**src/rtl/prio_arbiter_rr.sv**
```systemverilog
// prio_arbiter_rr: registered N-way arbiter, fixed priority or round-robin.
// The winner is held until the consumer acknowledges it.
module prio_arbiter_rr #(
   parameter  int N = 8,
   localparam int W = $clog2(N)
) (
   input  logic         clk,
   input  logic         rst,
   input  logic [N-1:0] req,
   input  logic         mode,
   input  logic         gnt_ack,
   output logic [W-1:0] gnt_idx,
   output logic [N-1:0] gnt_onehot,
   output logic         gnt_valid
);

   localparam logic [0:0] IDLE  = 1'b0;
   localparam logic [0:0] GRANT = 1'b1;

   logic [0:0]   state;
   logic [W-1:0] ptr;
   logic [W-1:0] ptr_inc;
   logic [W-1:0] ptr_use;
   logic [W-1:0] win_idx;
   logic         any_req;

   function automatic logic [W-1:0] win(
      input logic [N-1:0] r,
      input logic         m,
      input logic [W-1:0] p
   );
      logic [W-1:0] w;
      int           j;
      w = '0;
      if (!m) begin
         for (int i = 0; i < N; i++)
            if (r[i]) w = W'(i);
      end else begin
         // scan from farthest offset down so the nearest one to p wins
         for (int k = N - 1; k >= 0; k--) begin
            j = int'(p) + k;
            if (j >= N) j = j - N;
            if (r[W'(j)]) w = W'(j);
         end
      end
      return w;
   endfunction

   always_comb begin
      ptr_inc = (gnt_idx == W'(N - 1)) ? '0 : gnt_idx + W'(1);
      ptr_use = ptr;
      if (state == GRANT && mode) ptr_use = ptr_inc;
      any_req = |req;
      win_idx = win(req, mode, ptr_use);
   end

   always_ff @(posedge clk) begin
      if (rst) begin
         state      <= IDLE;
         ptr        <= '0;
         gnt_idx    <= '0;
         gnt_onehot <= '0;
         gnt_valid  <= 1'b0;
      end else begin
         case (state)
            IDLE: begin
               if (any_req) begin
                  gnt_idx    <= win_idx;
                  gnt_onehot <= N'(1) << win_idx;
                  gnt_valid  <= 1'b1;
                  state      <= GRANT;
               end
            end
            GRANT: begin
               if (gnt_ack) begin
                  if (mode) ptr <= ptr_inc;
                  if (any_req) begin
                     gnt_idx    <= win_idx;
                     gnt_onehot <= N'(1) << win_idx;
                  end else begin
                     gnt_onehot <= '0;
                     gnt_valid  <= 1'b0;
                     state      <= IDLE;
                  end
               end
            end
            default: state <= IDLE;
         endcase
      end
   end

endmodule

```
**config.mk**
```make
export PLATFORM = sky130hd
export DESIGN_NAME = prio_arbiter_rr
export DESIGN_NICKNAME = d
export VERILOG_FILES = /design/src/rtl/prio_arbiter_rr.sv
export SDC_FILE = /design/constraint.sdc
export NUM_CORES = 1
export LEC_CHECK = 0
export CORE_MARGIN = 5
export CORE_UTILIZATION = 57
export CTS_BUF_LIST = sky130_fd_sc_hd__clkbuf_2 sky130_fd_sc_hd__clkbuf_4 sky130_fd_sc_hd__clkbuf_8
export DETAILED_ROUTE_END_ITERATION = 12
export PLACE_DENSITY = 0.93
export SYNTH_ARGS = -nofsm -noshare
export SYNTH_HDL_FRONTEND = slang
export SYNTH_SLANG_ARGS = --single-unit
```
**constraint.sdc**
```tcl
create_clock -name clk -period 12.2 [get_ports clk]
set_clock_uncertainty 0.15 [all_clocks]
set_input_delay 2.44 -clock clk [delete_from_list [all_inputs] [get_ports clk]]
set_output_delay 2.44 -clock clk [all_outputs]
set_load 0.03 [all_outputs]
```
Yosys cells after proc, flatten, opt, wreduce, memory -nomap -nowiden. Cells that the tools add are included.

Register bits: 16. Input bits: 12. Output and inout bits: 12. Word-level logic and storage cells: 120.

$add $sub $neg: 16. Order comparisons: 16. Equality and inequality tests: 4. Shift-type cells: 1. Multiplexer cells: 72. Bitwise logic cells: 1. Reduce and logical (&&, ||, !) cells: 5.

Operators with widths (count): $mux 3 (35); $lt 3x5->1 const B (8); $ge 4x4->1 const B (7); $bmux 1 s3 (8); $mux 8 (3); $sub 3x1->3 const B (8); $mux 1 (22); $add 3x3->4 const B (4); $pmux 8 s2 (1); $add 3x2->4 const B (2); $reduce_or 8->1 (1); $shl 1x3->8 const A (1); $ne 2x2->1 const B (3); $pmux 3 s2 (1); $reduce_and 3->1 (2); $add 3x1->4 const B (1); $ge 3x4->1 const B (1); $pmux 1 s2 (2); $add 3x1->3 const B (1); $eq 3x3->1 const B (1); $reduce_and 2->1 (1); $logic_and 1x1->1 (1); $not 1->1 (1).

Longest topological paths before layout.
Depth after elaboration: 23. Gate-level depth with buffers: 15. Gate-level depth less buffers: 13.

Worst setup path before layout. No wires, ideal clock.

Path type: input -> register. From: input port mode. To: register gnt_onehot[0]. Library setup time: 0.075 ns. Data arrival time: 5.482 ns. Path slack: 6.493 ns. Stages on the path: 13. Buffers on the path: 2. Path through: a21bo_1 and2_4 buf_6 inv_2 buf_1 ha_1 mux4_2 mux2i_1 nand2b_4 o221a_1 o311a_1 or4_4 a22oi_2.

Cells in the longest elaborated chain, start to end: 22. Elaborated cells on any way between the ends: 79. Those cells by class: add/sub: 15; order compare: 8; shift: 1; mux: 54; reduce/logical: 1.

RTL lines: from (decl) (RTL line 10) `input logic mode,`; $logic_and 1x1->1 (RTL line 52) `if (state == GRANT && mode) ptr_use = ptr_inc;`; $mux 3 (RTL line 52); $add 3x3->4 (RTL line 41) `j = int'(p) + k;`; $ge 4x4->1 or $sub 3x1->3 (tied branches) (RTL line 42) `if (j >= N) j = j - N;`; $mux 3 (RTL line 42); $mux 3 (RTL line 35) `if (!m) begin`; $bmux 1 s3 (RTL line 43) `if (r[W'(j)]) w = W'(j);`; $mux 1 (not written as such) (2 in a row) (RTL line 43); $mux 3 (8 in a row) (RTL line 43); $mux 3 * (RTL line 35); $shl 1x3->8 * (RTL line 69, 79); $mux 8 (RTL line 77) `if (any_req) begin`; $mux 8 (RTL line 75) `if (gnt_ack) begin`; $pmux 8 s2 * (RTL line 65) `case (state)`; to (signal assigned) (RTL line 69) `gnt_onehot <= N'(1) << win_idx;`; to (signal assigned) (RTL line 79) `gnt_onehot <= N'(1) << win_idx;`; to (decl) (RTL line 13) `output logic [N-1:0] gnt_onehot,`.

Every way passes the cells marked *; elsewhere a longest branch is shown, timed or not. The select of a mux whose other input is x is not followed. A chain may end at the register's enable or synchronous reset.

Worst setup path in the final report. Same ends and word-level chain as after synthesis.

==> results.md <==
* Status: finished clean
* CTS tree: done
* Finished Layout Cells at 298
* Final Slew Violations at 0
* Clock Latency Late Sink at 0.30 ns
* Yosys warning count at 0
* Die ar. at 4450 um^2
* Largest net degree at the start of global routing at 25
* EDFF count, synth at 0
* Synthesized area at 1840 um^2
* Async SR Flop Fraction at 0
* DRC Markers at 0
* Fin crit share at 0.544
* Primary FF master, synth: dfxtp_1
* R2R Path End: gnt_onehot[0]$_SDFFE_PP0P_
* Yosys reg bits at 16
* H-tree levels at 1
* Max-Slew Margin vs Limit at 0.472
* Hold_sp: gnt_onehot[6]$_SDFFE_PP0P_
* Placed cell count at 294
* CTS clk-pin slew, worst paths at 0.09 ns
* R2R Setup Slk at 7.96 ns
* Iteration-0 DRC Markers at 222
* Vias at 2010
* Post-CTS Hold Buffers at 0
* Gate power share at 0.605
* Least-Margin Pin Slew at 0.772 ns
* Starting Density at 0.596
* Vias in the first global route at 1892
* Drt pass-1 iters at 5
* WHS Path Cells at 2
* PostCTS Resize Cnt at 0
* Total power at 250 uW
* DRT Wirelength at 5220 um
* Setup total negative slack at 0 ns
* Worst EP required at 12.28 ns
* Gr usage total at 0.248
* Gp weighted congestion at 1.02
* Pint at 139 uW
* Peak supply drop at 106 uV
* # IOs at 24
* Remaining antenna violation count after routing at 0
* Hold Crit Class: flop to flop
* Share of power burned in registers at 0.254
* Post-synth cell types at 65
* Clk pwr share at 0.142
* PwrDens at 120 nW/um^2
* Setup ws final at 5.56 ns
* Multi-input gate area at 1420 um^2
* RR Startpoint: gnt_idx[0]$_SDFFE_PP0P_
* Final Instance Area at 2090 um^2
* Most frequent cells in the layout: nand2_1 (23), clkdlybuf4s50_1 (23), nor2_1 (20)
* Die extent in y at 66.7 um
* # rows at 20
* Clk sinks at 16
* Vias per inst at 6.74
* Layout cells sized above 1 at 0.0984
* Synth Net Count at 258
* Post-synthesis instance total at 242
* Die width at 66.7 um
* Leak pwr at 0.782 nW
* Diode count at 0
* # setup viols final at 0
* Seq. cell area at 320 um^2
* RSZ-0062 raised after global routing: false
* WHS at 0.322 ns
* Dpl hpwl at 3930 um
* Syn_area_per_cell at 7.58 um^2
* Root buffer cell: clkbuf_4
* Fmax at 151 MHz
* Dpl ws at 5.36 ns
* Register area share after synthesis at 0.175
* Port bufs at 23
* Initial antenna violation count at 0
* Fin. Hold Viols at 0
* Setup repair bufs after CTS at 0
* Core area at 3080 um^2
* Switch share at 0.444
* Fin nets at 271
* WL/cell at 17.5 um
* Area growth, synth to finish at 13.7%
* Max-cap violations at 0
* Psw at 111 uW
* R2R cell count at 13
* Post-place instance area at 2050 um^2
* Critical path launch point type: input port
* Fill cells at 245
* Critical path arrival at 6.72 ns
* Final Critical Period at 6.64 ns
* Final Core Density at 0.678
* First-pass GRT wire length at 8730 um
* Clock buffer depth at 2
* Crit. End Element: flop
* Max FO, Critical Path at 24
* Hold Path Sink: gnt_onehot[6]$_SDFFE_PP0P_
* CTS Buf Count at 3
* Grt ovf at 0
* Crit path kind: input port to flop
[power by group through the flow]
stage | clock, mW | combinational, mW | sequential, mW
finish | 0.0353 | 0.151 | 0.0634
global route | 0.0385 | 0.164 | 0.0640
CTS | 0.0358 | 0.148 | 0.0631
detailed placement | 0 | 0.147 | 0.0642
global placement | 0 | 0.144 | 0.0639
floorplan | 0 | 0.103 | 0.0719
[Yosys cell counts (2+ instances only)]
master | instances | area share
a2111oi_0 | 2 | 0.0095
a211o_1 | 2 | 0.0095
a211oi_1 | 3 | 0.012
a21bo_2 | 3 | 0.016
a21boi_0 | 3 | 0.012
a21oi_1 | 14 | 0.038
a22oi_1 | 3 | 0.012
a311oi_1 | 2 | 0.0095
a31oi_1 | 2 | 0.0068
a32o_1 | 3 | 0.016
a32oi_1 | 4 | 0.019
and2_1 | 5 | 0.017
and3_1 | 3 | 0.010
buf_2 | 3 | 0.0082
buf_6 | 2 | 0.012
clkbuf_1 | 10 | 0.020
dfxtp_1 | 16 | 0.17
ha_1 | 4 | 0.027
inv_1 | 4 | 0.0082
inv_2 | 2 | 0.0041
mux2i_1 | 10 | 0.055
mux4_2 | 4 | 0.049
nand2_1 | 23 | 0.047
nand2b_1 | 6 | 0.020
nand3_1 | 17 | 0.046
nand4b_1 | 2 | 0.0095
nor2_1 | 20 | 0.041
nor2b_1 | 3 | 0.010
nor3_1 | 5 | 0.014
o211ai_1 | 5 | 0.020
o21ai_0 | 14 | 0.038
o221ai_1 | 2 | 0.0095
o31ai_1 | 3 | 0.012
o41ai_1 | 2 | 0.0095
or2_2 | 3 | 0.010
xnor2_1 | 4 | 0.019
[critical path, cell delays in order]
cell and delay, ns:
clkdlybuf4s50_1 0.98, a21bo_1 0.24, and2_4 0.28, inv_2 0.20, ha_1 0.26, xnor2_1 0.45
mux2i_1 0.52, nand2b_4 0.07, o221a_1 0.26, o311a_1 0.38, or4_4 0.45, a22oi_2 0.19
[final cells by class]
| class | count | area share |
|---|---|---|
| inverters | 6 | 0.0108 |
| flip-flops and latches | 16 | 0.153 |
| multi-input cells | 204 | 0.678 |
| well taps | 44 | 0.0264 |
| repair buffers | 24 | 0.114 |
| clock buffers | 4 | 0.0174 |
[worst max path at each step]
stage	start	end	slack, ns
2_1_floorplan	mode	gnt_onehot[0]$_SDFFE_PP0P_	6.49
3_3_place_gp	mode	gnt_onehot[2]$_SDFFE_PP0P_	5.46
3_5_place_dp	mode	gnt_onehot[2]$_SDFFE_PP0P_	5.36
4_1_cts	mode	gnt_onehot[0]$_SDFFE_PP0P_	5.67
5_1_grt	mode	gnt_onehot[6]$_SDFFE_PP0P_	5.32
6_report	mode	gnt_onehot[0]$_SDFFE_PP0P_	5.56
[flip-flops by register name (all words and copies together), names as in the netlist]
register    cells
gnt_onehot      8
gnt_idx         3
ptr             3
gnt_valid       1
state           1
[kinds of logic (layout without fill, tap and decap cells)]
kind of cell	after synthesis	in the layout	synth area share
flops	16	16	0.175
xor+xnor	4	4	0.0191
mux	15	15	0.112
simple gates	99	99	0.283
buf+inv	22	34	0.0552
fa+ha+maj	4	4	0.0273
compound gates	82	82	0.329
[metal layers]
layer | routed length [um] | global-route usage
met1 | 2230 | 0.345
met4 | 146 | 0.0939
met5 | 0 | 0
met2 | 2340 | 0.386
met3 | 499 | 0.0320
Power figures use the tool's default switching activity.
